## config.mk

```make
export PLATFORM = sky130hd
export DESIGN_NAME = reg_bus_file
export DESIGN_NICKNAME = d
export VERILOG_FILES = /design/src/rtl/reg_bus_file.sv
export SDC_FILE = /design/constraint.sdc
export NUM_CORES = 1
export LEC_CHECK = 0
export CAP_MARGIN = 20
export CORE_ASPECT_RATIO = 2
export CORE_MARGIN = 2
export CORE_UTILIZATION = 25
export CTS_BUF_LIST = sky130_fd_sc_hd__clkbuf_8
export DETAILED_ROUTE_END_ITERATION = 16
export PLACE_DENSITY = 0.54
export SLEW_MARGIN = 20
export SYNTH_ARGS = -nofsm -noshare
export SYNTH_HDL_FRONTEND = slang
export SYNTH_SLANG_ARGS = --single-unit
export TNS_END_PERCENT = 30
```

## constraint.sdc

```tcl
create_clock -name clock -period 4.3 [get_ports clock]
set_clock_uncertainty 0.15 [all_clocks]
set_input_delay 0.43 -clock clock [delete_from_list [all_inputs] [get_ports clock]]
set_output_delay 0.43 -clock clock [all_outputs]
set_load 0.005 [all_outputs]
```

## src/rtl/reg_bus_file.sv

```systemverilog
// General-purpose register file with an integrated bus source multiplexer.
// The top register can act as a program counter with a hardware increment.
// A sticky flag records any clock edge at which more than one bus source was enabled.
module reg_bus_file #(
  parameter int WIDTH = 16,
  parameter int NREGS = 8,
  parameter int PC_EN = 1
) (
  input  logic                   clock,
  input  logic                   reset,
  input  logic [WIDTH-1:0]       din,
  input  logic [WIDTH-1:0]       g,
  input  logic [NREGS-1:0]       rin,
  input  logic [NREGS-1:0]       rout,
  input  logic                   gout,
  input  logic                   dinout,
  input  logic                   incr_pc,
  input  logic                   err_clr,
  output logic [WIDTH-1:0]       bus,
  output logic [WIDTH*NREGS-1:0] regs_flat,
  output logic                   sel_err
);

  generate
    if (NREGS < 2 || NREGS > 16) begin : g_bad_nregs
      $error("reg_bus_file: NREGS must be in 2..16");
    end
  endgenerate

  logic [WIDTH-1:0] regs [NREGS];
  logic [4:0]       src_count;
  logic             multi_src;

  // Bus mux with fixed priority.
  // The register loop runs from the top index down, so the lowest enabled rout wins.
  // g overrides any register, and din overrides everything.
  always_comb begin
    bus = '0;
    for (int i = NREGS - 1; i >= 0; i--) begin
      if (rout[i]) bus = regs[i];
    end
    if (gout)   bus = g;
    if (dinout) bus = din;
  end

  // Count the enabled bus sources to detect a drive conflict.
  always_comb begin
    src_count = 5'(gout) + 5'(dinout);
    for (int i = 0; i < NREGS; i++) begin
      src_count = src_count + 5'(rout[i]);
    end
    multi_src = (src_count > 5'd1);
  end

  // Register loads from the bus, and the PC increment.
  // A register that is both driving and loading keeps its value.
  // A load of the PC takes precedence over the increment.
  always_ff @(posedge clock or posedge reset) begin
    if (reset) begin
      for (int i = 0; i < NREGS; i++) regs[i] <= '0;
    end else begin
      for (int i = 0; i < NREGS; i++) begin
        if (rin[i]) begin
          if (!rout[i]) regs[i] <= bus;
        end else if (i == NREGS - 1 && PC_EN != 0 && incr_pc) begin
          regs[i] <= regs[i] + WIDTH'(1);
        end
      end
    end
  end

  // Sticky conflict flag. Setting the flag wins over clearing it in the same cycle.
  always_ff @(posedge clock or posedge reset) begin
    if (reset)          sel_err <= 1'b0;
    else if (multi_src) sel_err <= 1'b1;
    else if (err_clr)   sel_err <= 1'b0;
  end

  generate
    for (genvar i = 0; i < NREGS; i++) begin : g_flat
      assign regs_flat[WIDTH*i +: WIDTH] = regs[i];
    end
  endgenerate

endmodule

```

# Word-level counts from Yosys, hierarchy flattened
# Index checks and enable logic that the tools add are counted.
# op_classes
n_mux	15
shifts	0
multipliers	0
div	0
n_reduce_logical	10
n_eq_ne	1
bitwise_logic	7
order_cmp	1
n_addsub	10
# op_table
operator	count
two-way mux 16 bit	13
adder 5 x 1 -> 5 bit	5
adder 16 x 1 -> 16 bit, second input constant	1
AND reduction 2 bit	8
inverter 1 bit	7
adder 4 x 1 -> 5 bit	1
greater-than comparator 5 x 1 -> 1 bit, second input constant	1
adder 3 x 1 -> 4 bit	1
nonzero test 2 bit	2
adder 2 x 1 -> 3 bit	1
adder 1 x 1 -> 2 bit	1
two-way mux 1 bit	2
inequality test 2 bit, second input constant	1
# word_totals
word_cells	53
mem_bits_ro	0
ramBits	0
register_bits	129
latchBits	0
output_inout_bits	145
input_bits	54
memories	0

# Longest topological paths before layout
# Gate-level depths: netlist of the first run.
# depth
ltp_word	12
depth_mapped	11
ltp_nobuf	10

# Least setup slack after synthesis of the first run
# Ideal clock, no wire load.
# synth_timing
kind	input-to-reg
from	input port rout[0]
to	register sel_err
required_ns	4.027
path_buffers	1
slack_ns	0.926
setup_ns	0.123
stages	10
arrival_time_ns	3.101
path_cell_list	clkbuf_1 -> inv_1 -> fa_1 -> fa_1 -> fa_1 -> inv_1 -> ha_1 -> fa_1 -> a21oi_1 -> nand2_1
# synth_via
elab_chain_len	10
word_cells_on_any_way	11
cone_classes	8 x add/sub; 1 x order compare; 1 x mux; 1 x reduce/logical
# synth_rtl
element	line_no	text
from (decl)	14	input logic [NREGS-1:0] rout,
adder 2 x 1 -> 3 bit *	50	src_count = src_count + 5'(rout[i]);
adder 3 x 1 -> 4 bit *	50	
adder 4 x 1 -> 5 bit *	50	
adder 5 x 1 -> 5 bit * (5 in series)	50	
greater-than comparator 5 x 1 -> 1 bit *	52	multi_src = (src_count > 5'd1);
two-way mux 1 bit / nonzero test 2 bit (equally long branches)	n/a	
to (signal assigned)	74	if (reset) sel_err <= 1'b0;
to (signal assigned)	75	else if (multi_src) sel_err <= 1'b1;
to (signal assigned)	76	else if (err_clr) sel_err <= 1'b0;
to (decl)	21	output logic sel_err
# Every way passes the cells marked *; elsewhere a longest branch is shown, timed or not.
# A chain may end at the register's enable or synchronous reset.

# Worst setup path in the final report of the first run
# layout_timing
from	input port rout[2]
to	output port bus[5]
# layout_via
elab_chain_len	5
# layout_rtl
element	line_no	text
two-way mux 16 bit (3 in series)	40	if (rout[i]) bus = regs[i];
two-way mux 16 bit	42	if (gout) bus = g;
two-way mux 16 bit	43	if (dinout) bus = din;
to (decl)	19	output logic [WIDTH-1:0] bus,
# Every way passes these cells.

==> results.json, run 1 <==
{
  "root_buffer": "clkbuf_8",
  "critPathMaxFanout": 14,
  "rr_startpoint": "regs_flat[112]",
  "place_hpwl_um": 23570,
  "setup_ws_ps": 615.6,
  "wl_um": 29610,
  "drt_iter0_markers": 433,
  "grt_setup_unrepaired": "false",
  "drc": 0,
  "fin_crit_ps": 3684,
  "crit_arrival_ps": 3100,
  "viasPerCell": 5.140,
  "crit_path_top_delay_cell": "clkdlybuf4s50_1",
  "portBuffers": 198,
  "ys_seq_area_share_pct": 47.79,
  "vdd_drop_max_v": 0.0001870,
  "p_per_area_nw_per_um2": 407.8,
  "ctsResizeCount": 0,
  "yosysWarnings": 0,
  "drv_slew": 0,
  "overflow": 0,
  "cts_tree": "done",
  "area_growth_syn_to_layout_pct": 41.99,
  "synth_flop_cell": "dfrtp_1",
  "status": "finished, final reports clean",
  "timing.final.crit_share_pct": 85.68,
  "cp_cell_sequence": "clkdlybuf4s50_1 > inv_1 > o221ai_1 > a31oi_1 > o21bai_1 > inv_1 > clkdlybuf4s50_1",
  "grt_max_degree": 69,
  "postSynthAreaPerCell_um2": 8.705,
  "coreArea_um2": 26800,
  "syn-instance-count": 776,
  "timing.fmax_mhz": 271.4,
  "first_global_vias": 6942,
  "timing.slew.headroom_pct": 44.51,
  "globalplace.congestion": 0.9136,
  "drive_above_1_share_pct": 7.755,
  "ant_nets": 0,
  "grt_pass1_wl_um": 44370,
  "start_util_pct": 25.21,
  "ys_ff_latch": 129,
  "cpPeakStageDelay_ps": 740,
  "routedWlPerCell_um": 22.23,
  "cts_hold_buf": 0,
  "start_kind": "input port",
  "clockBufferDepth": 2,
  "drv_cap": 0,
  "num_vias": 6846,
  "die_w_um": 120.2,
  "tns_ps": 0,
  "die_h_um": 236.5,
  "worstMarginPinSlew_ps": 830.4,
  "dp_slack_ps": 470.3,
  "cp.required_ps": 3720,
  "mostFrequentLayoutCell": "clkdlybuf4s50_1",
  "clk_pin_slew_ps": 70,
  "htree_num_levels": 4,
  "worstSetupStartpoint": "rout[2]",
  "cts_made_buffers": 17,
  "synth_edf_count": 0,
  "synth_top_area_cell": "dfrtp_1",
  "hold_viol_final": 0,
  "clock-sinks": 129,
  "nets": 1032,
  "io_pins": 199,
  "synth_area_um2": 6755,
  "postLayoutCoreUtil_pct": 35.79,
  "hp-class": "in -> async",
  "track_usage_pct": 21.13,
  "mostFrequentLayoutCells": "clkdlybuf4s50_1 (198), nand2_1 (145), dfrtp_1 (129)",
  "firstDrtPassIters": 5,
  "yosys.area.top_type_share_pct": 47.79,
  "end_kind": "output pin",
  "clock_latency_ps": 470,
  "ys_types": 62,
  "rows": 85,
  "leakage_nw": 3.990,
  "setup_viol": 0,
  "die_area_um2": 28430,
  "ys_top_cells_by_area": "dfrtp_1 (48%), nand2_1 (8.1%), o21ai_0 (7.4%)",
  "timing_worst_setup_path_type": "in -> out",
  "antenna_found_initial": 4,
  "cts_setup_buffers": 0,
  "fin_hold_ws_ps": 130.5,
  "synth_nets": 839,
  "ys_async_sr_fraction_pct": 100.0
}
==> synthesized netlist by cell type, types with 3 or more instances <==
cell type / n
o22ai_1: 13
and3b_1: 9
inv_1: 38
o211ai_1: 8
a21oi_1: 51
dfrtp_1: 129
nor3_1: 6
nor2b_1: 18
o221ai_1: 20
a31oi_1: 10
nor2_1: 51
nand3b_1: 5
o21bai_1: 4
o31ai_1: 3
o21ai_0: 100
buf_1: 9
buf_2: 3
a211oi_1: 3
nand2_1: 145
o32ai_1: 3
clkbuf_1: 39
a221oi_1: 17
nand2b_1: 11
ha_1: 3
o21ai_1: 5
o22a_1: 3
fa_1: 6
nand3_1: 8
a21o_1: 10
==> flip-flops by register name, indices dropped and copies added, names as in the netlist <==
signal and flops:
regs_flat 128, sel_err 1
==> final timing paths <==
path,end,slack [ps],depth (start not counted)
max in group asynchronous,regs_flat[93],3020,3
min in group clock,regs_flat[48],360,2
min,regs_flat[108],130,2
min reg2reg,regs_flat[48],360,2
max reg2reg,regs_flat[124],1960,6
max,bus[5],620,7
==> routing by layer <==
metal	global-route usage, %	up-vias	part of all wire, %
li1	-	3146	-
met1	23.24	3314	37
met2	38.00	305	53
met3	3.492	81	4.4
met4	11.66	0	5.6
met5	0	-	0
==> stage by stage <==
step                total power (W)  area, um^2  std cells
floorplan                  0.002051        6755        776
global placement           0.002851        9190       1298
detailed placement         0.002856        9190       1298
CTS                        0.003942        9582       1328
global route               0.004112        9592       1332
finish                     0.003911        9592       1332
==> cell type report <==
class                      instances  area [um^2]
clock buffer                      18        247.7
sequential                       129         3228
antenna                            4        10.01
tap                              348        435.4
fill                            2779        17210
inverter                          39        148.9
clock inverter                    12        143.9
multi-input combinational        554         3158
timing repair buffer             228         2220
==> power breakdown <==
group / total (W) / switching (W) / internal [W]
clock: 0.00108 / 0.000506 / 0.000575
combinational: 0.00115 / 0.000527 / 0.000619
sequential: 0.00168 / 0.000274 / 0.00141
==> critical path: cells and delay by family <==
| family | cells | cell delay, ps |
|---|---|---|
| AO/OA/AOI/OAI | 3 | 1020 |
| buffers and inverters | 4 | 1660 |
==> cell families (layout without fill, tap and decap cells) <==
logic type	after synthesis	count (layout)	share of synthesized area [%]
AOI/OAI and AO/OA	276	276	25.88
DFF	129	129	47.79
other	0	4	0
adders and majority gates	9	9	2.334
buffers and inverters	93	297	5.464
muxes	4	4	0.7038
and+or+nand+nor	265	265	17.84
Power figures use the tool's default switching activity.
==> run 2, diff against run 1 <==
--- a/config.mk
+++ b/config.mk
@@ -5,13 +5,14 @@
 export SDC_FILE = /design/constraint.sdc
 export NUM_CORES = 1
 export LEC_CHECK = 0
+export ABC_AREA = 1
 export CAP_MARGIN = 20
 export CORE_ASPECT_RATIO = 2
 export CORE_MARGIN = 2
 export CORE_UTILIZATION = 25
 export CTS_BUF_LIST = sky130_fd_sc_hd__clkbuf_8
 export DETAILED_ROUTE_END_ITERATION = 16
-export PLACE_DENSITY = 0.54
+export PLACE_DENSITY = 0.53
 export SLEW_MARGIN = 20
 export SYNTH_ARGS = -nofsm -noshare
 export SYNTH_HDL_FRONTEND = slang
==> results.json, run 2 <==
{
  "htree_num_levels": 4,
  "antenna_found_initial": 1,
  "root_buffer": "clkbuf_8",
  "grt_max_degree": 60,
  "synth_flop_cell": "dfrtp_1",
  "final.fill_count": 2990,
  "die_h_um": 243.7,
  "vdd_drop_max_v": 0.0001982,
  "cp.required_ps": 3720,
  "drv_cap": 0,
  "hold_viol_final": 0,
  "yosysWarnings": 0,
  "leakage_nw": 4.363,
  "p_per_area_nw_per_um2": 401.7,
  "mostFrequentLayoutCells": "nand2_1 (220), clkdlybuf4s50_1 (198), nor2_1 (184)",
  "ant_nets": 0,
  "ys_top_cells_by_area": "dfrtp_1 (45%), nand2_1 (12%), nor2_1 (9.6%)",
  "setup_viol": 0,
  "die_area_um2": 30180,
  "grt_setup_unrepaired": "false",
  "portBuffers": 198,
  "drt_iter0_markers": 511,
  "start_util_pct": 25.47,
  "worstMarginPinSlew_ps": 804.8,
  "end_kind": "output pin",
  "ctsResizeCount": 0,
  "largest_register_ffs": 128,
  "start_kind": "input port",
  "die_w_um": 123.8,
  "synth_nets": 1020,
  "postSynthAreaPerCell_um2": 7.503,
  "num_vias": 7362,
  "ff_latch_area_um2": 3228,
  "yosysMostFrequentCell": "nand2_1",
  "synth_area_um2": 7181,
  "rows": 87,
  "ys_types": 34,
  "cts_tree": "done",
  "viasPerCell": 4.850,
  "cts_made_buffers": 17,
  "clock_latency_ps": 480,
  "final_cells": 1518,
  "wl_um": 29170,
  "overflow": 0,
  "grt_pass1_wl_um": 43680,
  "dp_cells": 1485,
  "place_hpwl_um": 22710,
  "clock-sinks": 129,
  "cts_hold_buf": 0,
  "timing.slew.headroom_pct": 46.01,
  "cts_setup_buffers": 0,
  "area_growth_syn_to_layout_pct": 38.96,
  "firstDrtPassIters": 5,
  "hp-class": "in -> async",
  "yosys.area.top_type_share_pct": 44.96,
  "mostFrequentLayoutCell": "nand2_1",
  "coreArea_um2": 28190,
  "nets": 1211,
  "status": "finished, final reports clean",
  "synth_top_area_cell": "dfrtp_1",
  "drive_above_1_share_pct": 8.699,
  "critPathMaxFanout": 18,
  "first_global_vias": 7316,
  "timing.final.crit_share_pct": 81.28,
  "timing_worst_setup_path_type": "in -> out",
  "synthTopCellsByCount": "nand2_1 (220), nor2_1 (184), dfrtp_1 (129)",
  "ys_async_sr_fraction_pct": 100.0,
  "io_pins": 199,
  "track_usage_pct": 19.65,
  "ys_seq_area_share_pct": 44.96,
  "drv_slew": 0,
  "globalplace.congestion": 0.9193,
  "timing.fmax_mhz": 286.1,
  "clk_pin_slew_ps": 80,
  "tns_ps": 0,
  "synth_edf_count": 0,
  "syn-instance-count": 957,
  "fin_crit_ps": 3495,
  "drc": 0,
  "ys_ff_latch": 129,
  "crit_arrival_ps": 2920,
  "multi_input_area_um2": 3498,
  "clockBufferDepth": 2,
  "routedWlPerCell_um": 19.22
}
[run 2: cell types whose count changed after synthesis, sizes merged, moves of 17 or more]
| cell | before | now |
|---|---|---|
| clkbuf | 40 | 17 |
| nor2 | 51 | 186 |
| nand2 | 145 | 243 |
| nor2b | 18 | 0 |
| a221oi | 17 | 0 |
| nand3 | 9 | 43 |
| a31oi | 11 | 90 |
| o221ai | 20 | 0 |
| o21ai | 105 | 52 |
[run 2: path summary, 6_finish.rpt]
kind / from / endpoint / slack, ps / cells past startpoint
max: rout[5] / bus[6] / 800 / 15
min: reset / regs_flat[50] / 180 / 2
max reg2reg: regs_flat[112] / regs_flat[126] / 2070 / 11
min reg2reg: regs_flat[60] / regs_flat[60] / 370 / 2
max in group asynchronous: reset / regs_flat[70] / 2880 / 3
min in group clock: regs_flat[60] / regs_flat[60] / 370 / 2
[run 2: cell families (layout without fill, tap and decap cells)]
| kind of cell | Yosys count | count (layout) | share of synthesized area, % |
|---|---|---|---|
| AO/OA/AOI/OAI | 206 | 206 | 16.19 |
| adder cells (fa/ha/maj) | 9 | 9 | 2.196 |
| flip-flops | 129 | 129 | 44.96 |
| AND/OR/NAND/NOR | 504 | 504 | 29.85 |
| XOR/XNOR | 4 | 4 | 0.4878 |
| other | 0 | 1 | 0 |
| buffers and inverters | 105 | 309 | 6.325 |
[run 2: cell type report]
type / instances / share of cell area (%)
well taps: 356 / 4.464
repair buffers: 218 / 21.49
inverters: 59 / 2.295
diodes: 1 / 0.02508
multi-input cells: 723 / 35.06
clock inverters: 13 / 1.693
flip-flops and latches: 129 / 32.35
clock buffers: 19 / 2.621
[run 2: metrics by stage]
| stage | setup WS, ps | instance area, um^2 | power, W | utilization [%] | hold WS [ps] |
|---|---|---|---|---|---|
| floorplan | 279.0 | 7181 | 0.002132 | - | 340.0 |
| global placement | 461.1 | 9545 | 0.002854 | 33.86 | 340.7 |
| detailed placement | 356.6 | 9545 | 0.002873 | 33.86 | 351.5 |
| CTS | 772.7 | 9976 | 0.004046 | 35.38 | 176.4 |
| global route | 597.2 | 9978 | 0.004230 | 35.39 | 213.2 |
| finish | 804.9 | 9978 | 0.004009 | 35.39 | 179.8 |
[run 2: worst max-delay path: stages]
cell and delay, ps:
clkdlybuf4s50_1 530, buf_4 280, inv_2 190, or2_0 230, nand2_1 70, nand2_1 50
nand2_1 70, nand2_1 50, nand2_1 70, nand2_1 60, nand2_1 60, nand2_1 60
nand2_2 190, nand2_1 100, clkdlybuf4s50_1 470
[run 2: per-layer routing]
layer  vias up  wire, um  share of wire, %  GRT usage (%)
li1       3564         -                 -              -
met1      3464     11010                38          22.09
met2       278     15530                53          35.29
met3        56      1345               4.6          2.926
met4         0      1284               4.4          9.392
met5         -         0                 0              0
[run 2: power by group]
part	leakage [nW]	switching (W)	internal (W)
registers	1.48	0.000224	0.00140
logic	2.66	0.000591	0.000623
clock network	0.221	0.000515	0.000652
==> run 3, diff against run 2 <==
--- a/config.mk
+++ b/config.mk
@@ -12,7 +12,7 @@
 export CORE_UTILIZATION = 25
 export CTS_BUF_LIST = sky130_fd_sc_hd__clkbuf_8
 export DETAILED_ROUTE_END_ITERATION = 16
-export PLACE_DENSITY = 0.53
+export PLACE_DENSITY = 0.55
 export SLEW_MARGIN = 20
 export SYNTH_ARGS = -nofsm -noshare
 export SYNTH_HDL_FRONTEND = slang
==> constraint.sdc (replaced) <==
create_clock -name clock -period 2.9 [get_ports clock]
set_clock_uncertainty 0.15 [all_clocks]
set_input_delay 0.29 -clock clock [delete_from_list [all_inputs] [get_ports clock]]
set_output_delay 0.29 -clock clock [all_outputs]
set_load 0.005 [all_outputs]
==> results.json, run 3 (synthesis gave the netlist of run 2 again) <==
{
  "drive_above_1_share_pct": 14.43,
  "setup_viol": 0,
  "coreArea_um2": 28190,
  "portBuffers": 198,
  "p_switching_w": 0.002002,
  "fin_hold_ws_ps": 79.64,
  "place_hpwl_um": 23580,
  "clock_latency_ps": 480,
  "root_buffer": "clkbuf_8",
  "die_area_um2": 30180,
  "critPathMaxFanout": 2,
  "timing.slew.headroom_pct": 59.11,
  "status": "finished, final reports clean",
  "cp.required_ps": 3100,
  "mostFrequentLayoutCell": "nand2_1",
  "timing.final.crit_share_pct": 96.65,
  "hold_viol_final": 0,
  "drv_cap": 0,
  "hp-class": "in -> async",
  "switching_share_pct": 33.37,
  "crit_arrival_ps": 3000,
  "largest_register_ffs": 128,
  "globalplace.congestion": 0.9025,
  "firstDrtPassIters": 6,
  "start_util_pct": 25.47,
  "final.fill_count": 2950,
  "overflow": 0,
  "fin_crit_ps": 2803,
  "clockBufferDepth": 2,
  "timing.fmax_mhz": 356.8,
  "antenna_found_initial": 2,
  "grt_pass1_wl_um": 44210,
  "dp_slack_ps": -720.7,
  "combPwrFrac_pct": 32.3,
  "setup_ws_ps": 97.11,
  "rows": 87,
  "timing_worst_setup_path_type": "in -> reg",
  "seqPwrFrac_pct": 40.0,
  "clock-sinks": 129,
  "cts_made_buffers": 17,
  "clkPwrFrac_pct": 27.7,
  "mostFrequentLayoutCells": "nand2_1 (219), clkdlybuf4s50_1 (190), nor2_1 (184)",
  "wl_um": 30180,
  "viasPerCell": 4.794,
  "cts_tree": "done",
  "drt_iter0_markers": 601,
  "die_h_um": 243.7,
  "io_pins": 199,
  "vdd_drop_max_v": 0.0002680,
  "drv_slew": 0,
  "htree_num_levels": 4,
  "num_vias": 7532,
  "worstMarginPinSlew_ps": 612.1,
  "ant_nets": 0,
  "drc": 0,
  "start_kind": "input port",
  "nets": 1265,
  "p_per_area_nw_per_um2": 575.3,
  "first_global_vias": 7268,
  "p_int_w": 0.003997,
  "grt_max_degree": 59,
  "area_growth_syn_to_layout_pct": 45.22,
  "track_usage_pct": 20.13,
  "cts_hold_buf": 0,
  "end_kind": "flip-flop",
  "clk_pin_slew_ps": 80,
  "die_w_um": 123.8,
  "routedWlPerCell_um": 19.21,
  "leakage_nw": 4.612
}
-- run 3: cell types whose count changed in the layout (fill, tap and decap cells not counted), sizes merged, moves of 2 or more --
cell and delta:
clkbuf +4, clkinvlp +2, clkdlybuf4s50 -8, inv -4
buf +54, dlygate4sd2 +4
-- run 3: power by group through the flow --
stage / logic [W] / registers, W / clock network [W]
after detailed placement: 0.00192 / 0.00243 / 0
after CTS: 0.00194 / 0.00240 / 0.00169
after floorplan: 0.000809 / 0.00235 / 0
after global routing: 0.00213 / 0.00244 / 0.00175
after global placement: 0.00191 / 0.00242 / 0
final: 0.00194 / 0.00240 / 0.00166
-- run 3: area by class of cell --
| class | instances | area, um^2 | area share, % |
|---|---|---|---|
| Multi-Input combinational cell | 723 | 3521 | 33.77 |
| Sequential cell | 129 | 3238 | 31.05 |
| Timing Repair Buffer | 272 | 2577 | 24.72 |
| Tap cell | 356 | 445.4 | 4.272 |
| Clock buffer | 20 | 275.3 | 2.640 |
| Inverter | 59 | 230.2 | 2.208 |
| Clock inverter | 10 | 135.1 | 1.296 |
| Antenna cell | 2 | 5.005 | 0.04800 |
-- run 3: path summary, 6_finish.rpt --
path	from	to	slack, ps	cells past startpoint
setup / recovery	dinout	sel_err	100	11
setup reg to reg	regs_flat[112]	regs_flat[126]	640	11
min in group clock	err_clr	sel_err	310	2
hold / removal	reset	regs_flat[49]	80	2
max in group asynchronous	reset	regs_flat[122]	1780	3
hold reg to reg	regs_flat[8]	regs_flat[8]	370	2
-- run 3: stage by stage --
step                total power (W)  TNS (ps)  utilization (%)  cell area [um^2]  cells
detailed placement         0.004353     -1956            35.30              9952   1534
floorplan                  0.003161    -283.0                -              7184    957
CTS                        0.006033         0            36.83             10380   1564
global placement           0.004334     -1862            35.30              9952   1534
finish                     0.005999         0            36.99             10430   1571
global route               0.006318    -6.131            36.99             10430   1571
-- run 3: repair_timing --
action | 4_1_cts | 5_1_grt
pin swaps | 4 | 6
gates cloned | 0 | 0
endpoints found under the setup margin | 17 | 10
resized for setup | 17 | 17
buffers inserted | 0 | 5
-- run 3: layer usage --
| metal | global-route usage (%) | vias up | routed length (um) |
|---|---|---|---|
| li1 | - | 3660 | - |
| met1 | 22.38 | 3528 | 11230 |
| met2 | 36.02 | 272 | 16230 |
| met3 | 3.301 | 72 | 1473 |
| met4 | 10.09 | 0 | 1251 |
| met5 | 0 | - | 0 |
-- run 3: worst max-delay path, cell delays in order --
cell	delay (ps)
dlygate4sd2_1	260
fa_1	520
inv_2	40
fa_1	470
fa_1	560
inv_2	50
ha_4	150
fa_2	330
xor2_1	140
nor2_1	100
o2111ai_1	100
